[src/rtl/arqte1_mem_arbiter.sv]
// arqte1_mem_arbiter: two-master Avalon-MM arbiter in front of one single-port RAM.
// Selection is combinational and round-robin with a bounded hold. Read data comes back
// one cycle after issue and is flagged to the issuing master.
// Optional feature: define ARB_LOCK_EN to add m0_lock/m1_lock. A locked command pins
// the arbiter to its master until that master issues a command with its lock bit clear.
module arqte1_mem_arbiter #(
    parameter int ADDR_W   = 12,
    parameter int DATA_W   = 32,
    parameter int MAX_HOLD = 4,
    localparam int BE_W    = DATA_W / 8
) (
    input  logic              clk,
    input  logic              reset_n,
    input  logic [ADDR_W-1:0] m0_address,
    input  logic [BE_W-1:0]   m0_byteenable,
    input  logic              m0_read,
    input  logic              m0_write,
    input  logic [DATA_W-1:0] m0_writedata,
    output logic              m0_waitrequest,
    output logic [DATA_W-1:0] m0_readdata,
    output logic              m0_readdatavalid,
    input  logic [ADDR_W-1:0] m1_address,
    input  logic [BE_W-1:0]   m1_byteenable,
    input  logic              m1_read,
    input  logic              m1_write,
    input  logic [DATA_W-1:0] m1_writedata,
    output logic              m1_waitrequest,
    output logic [DATA_W-1:0] m1_readdata,
    output logic              m1_readdatavalid,
`ifdef ARB_LOCK_EN
    input  logic              m0_lock,
    input  logic              m1_lock,
`endif
    output logic [ADDR_W-1:0] mem_address,
    output logic [BE_W-1:0]   mem_byteenable,
    output logic              mem_chipselect,
    output logic              mem_write,
    output logic [DATA_W-1:0] mem_writedata,
    output logic              mem_clken,
    input  logic [DATA_W-1:0] mem_readdata
);

    localparam int HOLD_W = (MAX_HOLD < 2) ? 1 : $clog2(MAX_HOLD + 1);
    localparam logic [HOLD_W-1:0] HOLD_MAX = HOLD_W'(MAX_HOLD);
    localparam logic [HOLD_W-1:0] HOLD_ONE = HOLD_W'(1);

    logic              req0;
    logic              req1;
    logic              last;
    logic [HOLD_W-1:0] hold_cnt;
    logic              fresh;
    logic              rd_pend;
    logic              rd_id;
    logic              sel_valid;
    logic              sel;
    logic              sel_write;

    assign req0 = m0_read | m0_write;
    assign req1 = m1_read | m1_write;

`ifdef ARB_LOCK_EN
    logic lock_act;
    logic lock_id;
    logic sel_lock;

    assign sel_lock = sel ? m1_lock : m0_lock;

    // Lock tracks the lock bit of every issued command; only the owner can issue while held.
    always_ff @(posedge clk) begin
        if (!reset_n) begin
            lock_act <= 1'b0;
            lock_id  <= 1'b0;
        end else if (sel_valid) begin
            lock_act <= sel_lock;
            lock_id  <= sel;
        end
    end
`endif

    // Per-cycle selection. Until the first issue after reset, last=1 carries no history,
    // so a tie goes to the other master (M0); afterwards last wins while below the hold cap.
    always_comb begin
        sel_valid = 1'b0;
        sel       = last;
        if (reset_n) begin
`ifdef ARB_LOCK_EN
            if (lock_act) begin
                sel       = lock_id;
                sel_valid = lock_id ? req1 : req0;
            end else
`endif
            if (req0 && req1) begin
                sel_valid = 1'b1;
                if (fresh || (hold_cnt >= HOLD_MAX)) begin
                    sel = ~last;
                end else begin
                    sel = last;
                end
            end else if (req0) begin
                sel_valid = 1'b1;
                sel       = 1'b0;
            end else if (req1) begin
                sel_valid = 1'b1;
                sel       = 1'b1;
            end
        end
    end

    assign sel_write = sel ? m1_write : m0_write;

    // Route the selected master's command to the RAM; everything reads as zero when idle.
    always_comb begin
        mem_address    = '0;
        mem_byteenable = '0;
        mem_writedata  = '0;
        mem_chipselect = sel_valid;
        mem_write      = sel_valid & sel_write;
        if (sel_valid) begin
            if (sel) begin
                mem_address    = m1_address;
                mem_byteenable = m1_byteenable;
                mem_writedata  = m1_writedata;
            end else begin
                mem_address    = m0_address;
                mem_byteenable = m0_byteenable;
                mem_writedata  = m0_writedata;
            end
        end
    end

    assign mem_clken      = reset_n;
    assign m0_waitrequest = ~(sel_valid & ~sel);
    assign m1_waitrequest = ~(sel_valid & sel);

    // Read data is broadcast; the valid strobe goes only to the issuer and dies under reset.
    assign m0_readdata      = mem_readdata;
    assign m1_readdata      = mem_readdata;
    assign m0_readdatavalid = reset_n & rd_pend & ~rd_id;
    assign m1_readdatavalid = reset_n & rd_pend & rd_id;

    // Round-robin history and the one-deep read return pipeline.
    always_ff @(posedge clk) begin
        if (!reset_n) begin
            last     <= 1'b1;
            hold_cnt <= '0;
            fresh    <= 1'b1;
            rd_pend  <= 1'b0;
            rd_id    <= 1'b0;
        end else begin
            rd_pend <= sel_valid & ~sel_write;
            rd_id   <= sel;
            if (sel_valid) begin
                fresh <= 1'b0;
                if (sel == last) begin
                    if (hold_cnt < HOLD_MAX) begin
                        hold_cnt <= hold_cnt + HOLD_ONE;
                    end
                end else begin
                    last     <= sel;
                    hold_cnt <= HOLD_ONE;
                end
            end else begin
                hold_cnt <= '0;
            end
        end
    end

endmodule
[config.mk]
export PLATFORM = sky130hd
export DESIGN_NAME = arqte1_mem_arbiter
export DESIGN_NICKNAME = d
export VERILOG_FILES = /design/src/rtl/arqte1_mem_arbiter.sv
export SDC_FILE = /design/constraint.sdc
export NUM_CORES = 1
export LEC_CHECK = 0
export BUFFER_PORTS_ARGS = -buffer_cell sky130_fd_sc_hd__buf_4
export CAP_MARGIN = 20
export CORE_AREA = 2 2 97 99
export CTS_BUF_LIST = sky130_fd_sc_hd__clkbuf_2 sky130_fd_sc_hd__clkbuf_4 sky130_fd_sc_hd__clkbuf_8
export DETAILED_ROUTE_END_ITERATION = 10
export DIE_AREA = 0 0 99 101
export GPL_TIMING_DRIVEN = 0
export SLEW_MARGIN = 10
export SYNTH_ARGS = -nofsm -noshare
export SYNTH_HDL_FRONTEND = slang
export SYNTH_SLANG_ARGS = --single-unit
[constraint.sdc]
create_clock -name clk -period 2.7 [get_ports clk]
set_input_delay 0.405 -clock clk [delete_from_list [all_inputs] [get_ports clk]]
set_output_delay 0.405 -clock clk [all_outputs]
set_load 0.03 [all_outputs]
## Yosys cells after proc, flatten, opt, wreduce, memory -nomap -nowiden

Index checks and enable logic that the tools add are counted.

- Word-level logic and storage cells: 50
- Bits of input ports: 134
- Bits in registers: 7
- Output and inout port bits: 119

- Add/sub/neg operators: 1
- Muxes and demuxes: 18
- Reduce and logical (&&, ||, !) cells: 5
- Order comparisons: 2
- Bitwise operators: 16
- Equal/unequal tests: 2

Operators by type and width:

| kind | count |
|---|---|
| $mux 32 | 2 |
| $mux 12 | 2 |
| $mux 1 | 12 |
| $mux 4 | 2 |
| $and 1x1->1 | 7 |
| $not 1->1 | 7 |
| $reduce_and 2->1 | 2 |
| $add 3x1->3 const B | 1 |
| $ge 3x3->1 const B | 1 |
| $lt 3x3->1 const B | 1 |
| $reduce_and 3->1 | 1 |
| $ne 2x1->1 const B | 1 |
| $or 1x1->1 | 2 |
| $eq 1x1->1 | 1 |
| $logic_and 1x1->1 | 1 |
| $logic_or 1x1->1 | 1 |

## Depth between registers and ports, before layout

- Word-level depth: 8
- Depth in mapped cells: 7
- Mapped depth without buffers: 4

## Least setup slack after synthesis

No wires, ideal clock.

- Path kind: in2out
- From: input port m1_write
- To: output port mem_write
- Data required time: 2.295 ns
- Path buffers: 0
- Slack: 0.638 ns
- Stages: 4
- Arrival: 1.657 ns
- Path through: nor2_1 > nor2_1 > o211ai_1 > mux2i_1

- Word-level cells in the longest chain between the ends: 7
- Elaborated cells on any way between the ends: 12
- Classes of those cells: mux (9); bitwise (2); reduce/logical (1)

Ends and longest elaborated chain:

| what | RTL line | text |
|---|---|---|
| start: declaration | 25 | `input logic m1_write,` |
| $or 1x1->1 | 59 | `assign req1 = m1_read \| m1_write;` |
| $mux 1 | 102 | `end else if (req1) begin` |
| $mux 1 | 99 | `end else if (req0) begin` |
| $mux 1 | 92 | `if (req0 && req1) begin` |
| $mux 1 | 85 | `if (reset_n) begin` |
| $mux 1 | 109 | `assign sel_write = sel ? m1_write : m0_write;` |
| $and 1x1->1 (*) | 117 | `mem_write = sel_valid & sel_write;` |
| end: declaration | 37 | `output logic mem_write,` |

Mark *: on every way between the ends. The rest lies on a longest branch, timed or not.

## Worst setup path after layout

- From: register hold_cnt[2]
- To: output port mem_writedata[29]

- Word-level cells in the longest chain between the ends: 7

Ends and longest elaborated chain:

| what | RTL line | text |
|---|---|---|
| start: declaration | 50 | `logic [HOLD_W-1:0] hold_cnt;` |
| start signal: assignment | 156 | `hold_cnt <= hold_cnt + HOLD_ONE;` |
| $ge 3x3->1 | 94 | `if (fresh \|\| (hold_cnt >= HOLD_MAX)) begin` |
| $logic_or 1x1->1 | 94 |  |
| $mux 1 | 94 |  |
| $mux 1 | 92 |  |
| $mux 1 | 85 |  |
| $mux 32 | 119 | `if (sel) begin` |
| $mux 32 | 118 | `if (sel_valid) begin` |
| end: declaration | 38 | `output logic [DATA_W-1:0] mem_writedata,` |

Every way passes these cells.

==> metrics.csv <==
metric,value,unit
clock-pin slew of the registers on the worst-case setup and hold paths,40,ps
Iteration-0 DRC Markers,16,
Syn Inst Count,184,
DR DRC count,0,
Vias,2086,
syn_nets,319,
WS Path Type,register to output port,
yosys warns,0,
actual slew at the worst max-slew pin,476.7,ps
Post-CTS Setup Bufs,0,
Logic pwr share,75.1,%
CTS root buf,clkbuf_8,
synthesized area per cell,7.881,µm²
vias in the first global route,1882,
Post-CTS Hold Fix Bufs,0,
IO buf count,220,
synthesized area,1450,µm²
Std-Cell Rows,35,
register bit total from synthesis,7,
Final Slew Violations,0,
# fillers,919,
switch share,44.13,%
GP Congestion,0.7293,
RSZ-0062 raised after global routing,no,
WL final,6509,µm
Psw,0.4892,mW
Final Hold Vio Count,0,
initial antenna violation count,0,
internal power,0.6192,mW
Avg WL per Cell,12.54,µm
Unique masters post-synth,31,
pwr dens,337.0,nW/µm²
Non-Filler Instances,519,
critical path arrival,1930,ps
ANT nets after route,0,
Skew-Pair Late Insertion Delay,230,ps
total grt overflow,0,
DRT Pass-1 Iters,4,
total CTS buffers,3,
final net count,544,
Post-DP HPWL,5701,µm
Synth top area share,33.65,%
CTS tree,yes,
maximum clock rate,0.4289,GHz
clk sink count,7,
Placed Instances,515,
status,"finished, final reports clean",
TNS Setup,0,ps
crit share post-route,86.35,%
clock network power share,14.2,%
Yosys top cell by area,buf_4,
CP required,2300,ps
Core Area,8977,µm²
Total GRT Usage,11.11,%
Synth area leaders,"buf_4 34%, a22o_1 28%, dfxtp_1 9.7%, buf_6 3.9%, nor2_1 2.6%",
num ports,253,
first-pass GRT wire length,9266,µm
Layout area overhead,126.8,%
max_slew headroom,67.82,%
Critical Path Start Type,register,
number of diodes,0,
initial core utilization,16.15,%
most frequent cells in the layout,"285 x buf_4, 47 x a22o_1, 10 x nor2_1",
CP max FO,10,
Via density,4.019,
Flop pwr share,10.6,%
Final min period,2331,ps
"commonest non-fill, non-tap cell in the layout",buf_4,
die height,101,µm
VDD IR max,0.2636,mV
die area,9999,µm²
Reg2Reg Depth,5,
share of cells above drive strength 1,75.74,%
worst hold path cell count,2,
MaxCap Viol Count,0,
largest net degree at the start of global routing,11,
H-tree depth,1,
Die Wd,99,µm
clk_skew,0.3846,ps
Hold WC Path Type,register to register,
clk buf depth,2,
post-synthesis sequential area ratio,9.664,%
Setup crit end kind,output port,
Leak Pwr,1.850,nW
CTS resizes,0,
Final setup viols,0,
path summary, 6_finish.rpt:
check,startpoint,endpoint,slack (ps)
worst max-delay path,hold_cnt[2],mem_writedata[29],370
worst min-delay path,fresh,fresh,510
worst max register to register,last,rd_pend,1330
worst min register to register,fresh,fresh,510
Yosys cell counts:
cell	count
nor2_2	1
nor3_1	3
a22o_1	47
nor2_4	1
clkbuf_1	1
and3_1	2
o21a_2	1
buf_2	6
nor2_1	10
o211ai_1	2
xor2_1	1
clkbuf_2	1
o21a_1	1
o21ai_0	1
a21boi_0	2
buf_6	5
buf_4	65
inv_2	1
a21oi_1	1
inv_1	2
nor3_2	2
dfxtp_1	7
nor3b_1	1
o21ai_1	1
or2_2	1
a22o_4	1
o311ai_0	1
mux2i_1	3
nand3_1	3
nand2_1	9
ha_1	1
area by class of cell:
class / instances / area (µm²) / area share, %
plain buffers: 78 / 583.1 / 17.73
clock buffers: 4 / 48.80 / 1.483
inverters: 3 / 11.26 / 0.3423
multi-input cells: 96 / 715.7 / 21.76
flip-flops and latches: 7 / 140.1 / 4.260
well taps: 111 / 138.9 / 4.222
repair buffers: 220 / 1652 / 50.21
power by group through the flow:
stage	clock network [mW]	registers (mW)	logic (mW)
after floorplan	0	0.118	0.498
after global placement	0	0.119	0.835
after detailed placement	0	0.120	0.839
after CTS	0.164	0.118	0.841
after global routing	0.170	0.119	0.884
final	0.158	0.118	0.832
critical path: stages (launching register included):
cell and delay [ps]:
dfxtp_1 300, buf_6 120, o21a_1 210, o21a_2 250
nor2_4 160, buf_6 170, buf_6 150, a22o_1 160
buf_4 160
state kept, by name (all words and copies together), names as in the netlist:
register and flops:
last 1, hold_cnt 3, rd_id 1, fresh 1, rd_pend 1
cells by family after synthesis:
family          count (synthesis)  share of synthesized area [%]
mux                             3                          2.071
simple gates                   33                          11.39
fa+ha+maj                       1                         0.8627
xor+xnor                        1                         0.6041
buf+inv                        81                          40.98
compound gates                 58                          34.42
flops                           7                          9.663
stage by stage:
stage	power, mW	util (%)	hold WS (ps)	cell area [µm²]	worst slack, ps
after floorplan	0.6161	-	467.6	1450	638.0
after global placement	0.9543	36.10	484.1	3241	295.2
after detailed placement	0.9590	36.10	514.0	3241	307.2
after CTS	1.123	36.64	520.8	3289	306.3
after global routing	1.173	36.64	535.2	3289	195.2
final	1.108	36.64	513.6	3289	368.7
per-layer routing:
layer	share of wire (%)	up-vias	wire length, µm	track usage [%]
met5	0	-	0	0
met3	11	6	703	2.843
met4	0.29	0	19	1.159
met2	52	129	3378	20.11
met1	37	906	2408	13.70
li1	-	1045	-	-
Note: power is estimated with default switching activity, not from simulation.
